===== config.mk =====
export PLATFORM = sky130hd
export DESIGN_NAME = tictactoe_game_fsm
export DESIGN_NICKNAME = d
export VERILOG_FILES = /design/src/rtl/tictactoe_game_fsm.sv
export SDC_FILE = /design/constraint.sdc
export NUM_CORES = 1
export LEC_CHECK = 0
export CAP_MARGIN = 20
export CELL_PAD_IN_SITES_DETAIL_PLACEMENT = 0
export CELL_PAD_IN_SITES_GLOBAL_PLACEMENT = 1
export CORE_ASPECT_RATIO = 0.7
export CORE_MARGIN = 2
export CORE_UTILIZATION = 39
export DETAILED_ROUTE_END_ITERATION = 12
export PLACE_DENSITY = 0.79
export SYNTH_ARGS = -nofsm -noshare
export SYNTH_HDL_FRONTEND = slang
export SYNTH_SLANG_ARGS = --single-unit

===== constraint.sdc =====
create_clock -name clk -period 2.5 [get_ports clk]
set_clock_uncertainty 0.05 [all_clocks]
set_input_delay 0.625 -clock clk [delete_from_list [all_inputs] [get_ports clk]]
set_output_delay 0.625 -clock clk [all_outputs]
set_load 0.01 [all_outputs]

===== src/rtl/tictactoe_game_fsm.sv =====
// rtl/tictactoe_game_fsm.sv - Tic-Tac-Toe game-state engine; optional MOVE_TIMEOUT_EN forced turn pass
module tictactoe_game_fsm #(
    parameter bit FIRST_PLAYER = 1'b0
`ifdef MOVE_TIMEOUT_EN
    ,
    parameter int TIMEOUT_CYCLES = 250000000
`endif
) (
    input  logic       clk,
    input  logic       rst,
    input  logic       move_valid,
    input  logic [3:0] move_pos,
    input  logic       new_game,
    output logic [8:0] board_p1,
    output logic [8:0] board_p2,
    output logic       turn,
    output logic       move_ack,
    output logic       move_err,
    output logic       game_over,
    output logic [1:0] winner,
    output logic [7:0] win_line,
    output logic       timeout
);

    typedef enum logic [1:0] {PLAY, CHECK, OVER} state_t;

    state_t      state;
    logic [3:0]  move_cnt;
    logic [8:0]  cur_board;
    logic [8:0]  cell_mask;
    logic [15:0] occupied;
    logic [7:0]  hits;
    logic [7:0]  first_hit;
    logic        bad_move;

    function automatic logic [7:0] line_hits(input logic [8:0] b);
        logic [7:0] h;
        h[0] = &{b[0], b[1], b[2]};
        h[1] = &{b[3], b[4], b[5]};
        h[2] = &{b[6], b[7], b[8]};
        h[3] = &{b[0], b[3], b[6]};
        h[4] = &{b[1], b[4], b[7]};
        h[5] = &{b[2], b[5], b[8]};
        h[6] = &{b[0], b[4], b[8]};
        h[7] = &{b[2], b[4], b[6]};
        return h;
    endfunction

    // In CHECK the turn has not toggled yet, so turn names the player who just moved
    always_comb begin
        cur_board = turn ? board_p2 : board_p1;
        hits      = line_hits(cur_board);
        first_hit = hits & (~hits + 8'd1);
        cell_mask = 9'b1 << move_pos;
        occupied  = {7'b0, board_p1 | board_p2};
        bad_move  = (move_pos > 4'd8) || occupied[move_pos];
    end

`ifdef MOVE_TIMEOUT_EN
    localparam int TW = $clog2(TIMEOUT_CYCLES + 1);
    localparam logic [TW-1:0] T_LAST = TW'(TIMEOUT_CYCLES - 1);
    logic [TW-1:0] tcnt;
`else
    assign timeout = 1'b0;
`endif

    always_ff @(posedge clk or negedge rst) begin
        if (!rst) begin
            state     <= PLAY;
            board_p1  <= '0;
            board_p2  <= '0;
            turn      <= FIRST_PLAYER;
            move_cnt  <= '0;
            move_ack  <= 1'b0;
            move_err  <= 1'b0;
            game_over <= 1'b0;
            winner    <= 2'b00;
            win_line  <= '0;
`ifdef MOVE_TIMEOUT_EN
            timeout   <= 1'b0;
            tcnt      <= '0;
`endif
        end else begin
            move_ack <= 1'b0;
            move_err <= 1'b0;
`ifdef MOVE_TIMEOUT_EN
            timeout  <= 1'b0;
`endif
            if (new_game) begin
                state     <= PLAY;
                board_p1  <= '0;
                board_p2  <= '0;
                turn      <= FIRST_PLAYER;
                move_cnt  <= '0;
                game_over <= 1'b0;
                winner    <= 2'b00;
                win_line  <= '0;
`ifdef MOVE_TIMEOUT_EN
                tcnt      <= '0;
`endif
            end else begin
                case (state)
                    PLAY: begin
                        if (move_valid) begin
                            if (bad_move) begin
                                move_err <= 1'b1;
`ifdef MOVE_TIMEOUT_EN
                                tcnt     <= tcnt + TW'(1);
`endif
                            end else begin
                                if (turn) board_p2 <= board_p2 | cell_mask;
                                else      board_p1 <= board_p1 | cell_mask;
                                move_cnt <= move_cnt + 4'd1;
                                move_ack <= 1'b1;
                                state    <= CHECK;
`ifdef MOVE_TIMEOUT_EN
                                tcnt     <= '0;
`endif
                            end
                        end
`ifdef MOVE_TIMEOUT_EN
                        else if (tcnt >= T_LAST) begin
                            turn    <= ~turn;
                            timeout <= 1'b1;
                            tcnt    <= '0;
                        end else begin
                            tcnt <= tcnt + TW'(1);
                        end
`endif
                    end
                    CHECK: begin
`ifdef MOVE_TIMEOUT_EN
                        tcnt <= '0;
`endif
                        if (|hits) begin
                            state     <= OVER;
                            game_over <= 1'b1;
                            winner    <= turn ? 2'b10 : 2'b01;
                            win_line  <= first_hit;
                        end else if (move_cnt == 4'd9) begin
                            state     <= OVER;
                            game_over <= 1'b1;
                            winner    <= 2'b11;
                            win_line  <= '0;
                        end else begin
                            turn  <= ~turn;
                            state <= PLAY;
                        end
                    end
                    default: begin
                        state <= OVER;
                    end
                endcase
            end
        end
    end

endmodule

==> summary.txt <==
Yosys
  • Async set-reset flop share out of synthesis: 100%
  • Sequential area share after synthesis: between 40% and 50%
  • #FFs+latches synth: 38
  • EDFF count, synth: 0
  • Cell taking the most area after synthesis: dfrtp_1
  • Cell Area, Synth: between 1500 and 2000 sq um
  • Netlist cell types: 53
  • Synthesized instance count: 185
  • Synth top area share: between 40% and 50%
  • Top FF cell, synth: dfrtp_1
  • Avg Cell Area, Syn: around 11 sq um
  • Yosys warns: 0
  • Top post-synthesis cells by area: dfrtp_1 48%, o2bb2ai_1 6.6%, nor2_1 3.2%, a21oi_1 2.0%, a31o_2 1.8%
  • Synth Net Count: ~200

Clock network
  • Worst skew pair latency: a little under 0.3 ns
  • CTS tree: yes
  • H-tree Lvls: 2
  • Max clock buf depth: 2
  • Total CTS buffers: 5
  • Clk sinks: 38
  • Worst-path clk slew: about 0.080 ns
  • Root buf cell: clkbuf_8

Finish
  • Area of the multi-input gates: 965 sq um
  • Most common cell after layout, fill and taps aside: dfrtp_1
  • Final Non-Filler Cells: ~320
  • Highest-count cells in the layout ignoring fill and taps: 38 x dfrtp_1, 36 x clkdlybuf4s50_1, 22 x buf_4, 17 x nor2_1, 15 x o2bb2ai_1
  • Layout cell share with drive strength beyond 1: between 15 and 20%
  • Diodes inserted: 0
  • Filler cells: ~460
  • Final nets: 255
  • Layout area overhead: 34.5%
  • Register Area: 951 sq um

GRT
  • All-layer global routing usage: about a fifth
  • Largest net degree at the start of global routing: 39
  • First-pass GRT wire length: between 8000 and 9000 um
  • Total gr overflow: 0
  • Number of global-route vias before repair: 1693
  • Initial antenna violation count: 0

Floorplan
  • Ports: 41
  • Initial core utilization: 41.1%
  • DIE AREA: approximately 5700 sq um
  • Die Wd: 89.4 um
  • DIE HEIGHT: 63.8 um
  • Num rows: 21
  • Core Area: just under 5000 sq um

Place
  • Inst Count DP: approximately 310
  • Port Buffers: 39
  • DP Wirelength: around 3800 um
  • GPL Wtd Cong: between 0.8 and 0.9
  • Pre-CTS setup slack: -0.318 ns

Routing
  • Vias: 1770
  • WL/cell: about 17 um
  • Remaining DRCs: 0
  • DRT iter0 DRCs: between 80 and 90
  • DRT antenna net count: 0
  • Drt pass-1 iters: 4
  • Via density: between 5 and 6
  • Drt total wl: approximately 5400 um

STA
  • Unrepaired setup endpoints after global routing: false
  • Slew Limit Headroom: approximately 43%
  • Worst setup margin: 0.131 ns
  • Min Tclk post-route: 2.37 ns
  • Final setup vio count: 0
  • Tcrit/Tclk final: 94.8%
  • Fmax: between 400 and 500 MHz
  • Slew @ Worst Pin: 0.854 ns
  • Pins over their slew limit: 0
  • Setup TNS Final: 0 ns
  • Final Hold Violating Endpoints: 0

Setup path
  • Worst EP required: around 2.6 ns
  • Reg2reg setup slack: 0.20 ns
  • CP arrival: roughly 2.5 ns
  • CP Capture Type: flop
  • Cell count of the worst reg-to-reg path: 7
  • FF-to-FF Start: turn
  • Startpoint Class: input pin
  • RR Endpoint: win_line[7]
  • Crit Path Class: input pin to flop
  • Largest fanout on the critical path: 6

Power
  • Pwr Density: 454 nW/um^2
  • Lkg Pwr: about 1.1 nW
  • Peak supply drop: around 0.25 mV

Run
  • Max_cap viols: 0

Min path
  • Min-delay worst type: input pin to asynchronous set/reset pin

Run status
  • Status: complete, no violations
==> worst max-delay path by stage <==
stage / from / endpoint / slack, ns / depth (start not counted)
2_1_floorplan: move_pos[1] / move_cnt[1] / 0.19 / 7
3_3_place_gp: move_pos[0] / move_cnt[2] / -0.28 / 8
3_5_place_dp: move_pos[0] / move_cnt[3] / -0.32 / 8
4_1_cts: move_pos[0] / move_cnt[3] / 0.14 / 8
5_1_grt: turn / win_line[7] / 0.03 / 7
6_report: move_pos[0] / move_cnt[2] / 0.13 / 8
==> critical path, cell delays in order <==
cell           delay [ns]
dlygate4sd2_1        0.27
buf_4                0.16
or2_4                0.25
or3b_4               0.39
nor3_4               0.24
o31ai_4              0.11
nor2_1               0.12
mux2_1               0.33
==> metrics by stage <==
step	utilization, %	cell area, sq um	hold slack, ns	total power [mW]
after global routing	55.3	2680	0.452	1.28
after CTS	55.3	2680	0.419	1.23
final	55.3	2680	0.388	1.21
after global placement	53.3	2580	0.438	0.781
after detailed placement	53.3	2580	0.437	0.782
after floorplan	-	1990	0.279	0.711
==> where the power goes <==
part	internal [mW]	leakage, nW	switching [mW]
Sequential	0.622	0.528	0.0116
Clock	0.222	0.0472	0.224
Combinational	0.0612	0.529	0.0741
Total	0.905	1.10	0.310
==> layout make-up <==
cell class              instances  share of cell area (%)
multi-input cells             133                    36.1
clock buffers                   6                    3.09
inverters                       5                   0.702
clock inverters                 2                   0.468
well taps                      69                    3.23
repair buffers                 62                    20.9
flip-flops and latches         38                    35.5
==> cell usage after synthesis, types with 2 or more instances <==
library cell  number
a211oi_1           2
a21oi_1            8
a311oi_1           2
a31o_2             4
a31oi_1            3
a32o_1             3
and3_1             4
and4_1             3
buf_2              2
buf_6              2
clkbuf_1           4
dfrtp_1           38
ha_1               2
inv_1              5
nand2_1            7
nand2b_1           3
nand3_1            7
nand4_1            3
nor2_1            17
nor2b_1            5
nor3_1             6
nor4_1             3
nor4b_1            3
o21ai_0            3
o2bb2ai_1         15
or3_1              2
or3b_2             3
==> registers in the layout (all words and copies together) (netlist names) <==
signal and cells:
board_p1 9, move_ack 1, board_p2 9, move_cnt 4, game_over 1, move_err 1
state 2, win_line 8, turn 1, winner 2
==> logic make-up after synthesis <==
logic type | count (synthesis) | synth area share [%]
muxes | 3 | 1.64
AOI/OAI and AO/OA | 49 | 21.1
xor gates and xnor gates | 1 | 0.440
DFF | 38 | 47.8
and+or+nand+nor | 77 | 23.9
buffers and inverters | 14 | 3.71
other | 1 | 0.188
adders and majority gates | 2 | 1.26
==> routing by layer <==
metal / global-route usage (%) / wire length [um] / up-vias
met5: 0 / 0 / -
met4: 5.22 / 31 / 0
met3: 4.78 / 332 / 4
met2: 27.5 / 2310 / 63
met1: 32.2 / 2670 / 878
li1: - / - / 825
==> what timing repair did <==
item / 4_1_cts / 5_1_grt
gates resized for setup: 3 / 0
endpoints found under the setup margin: 2 / 0
hold buffers: 0 / 0
buffers inserted: 0 / 0
endpoints found under the hold margin: 0 / 0
No activity file was read; power rests on OpenSTA's default activity.
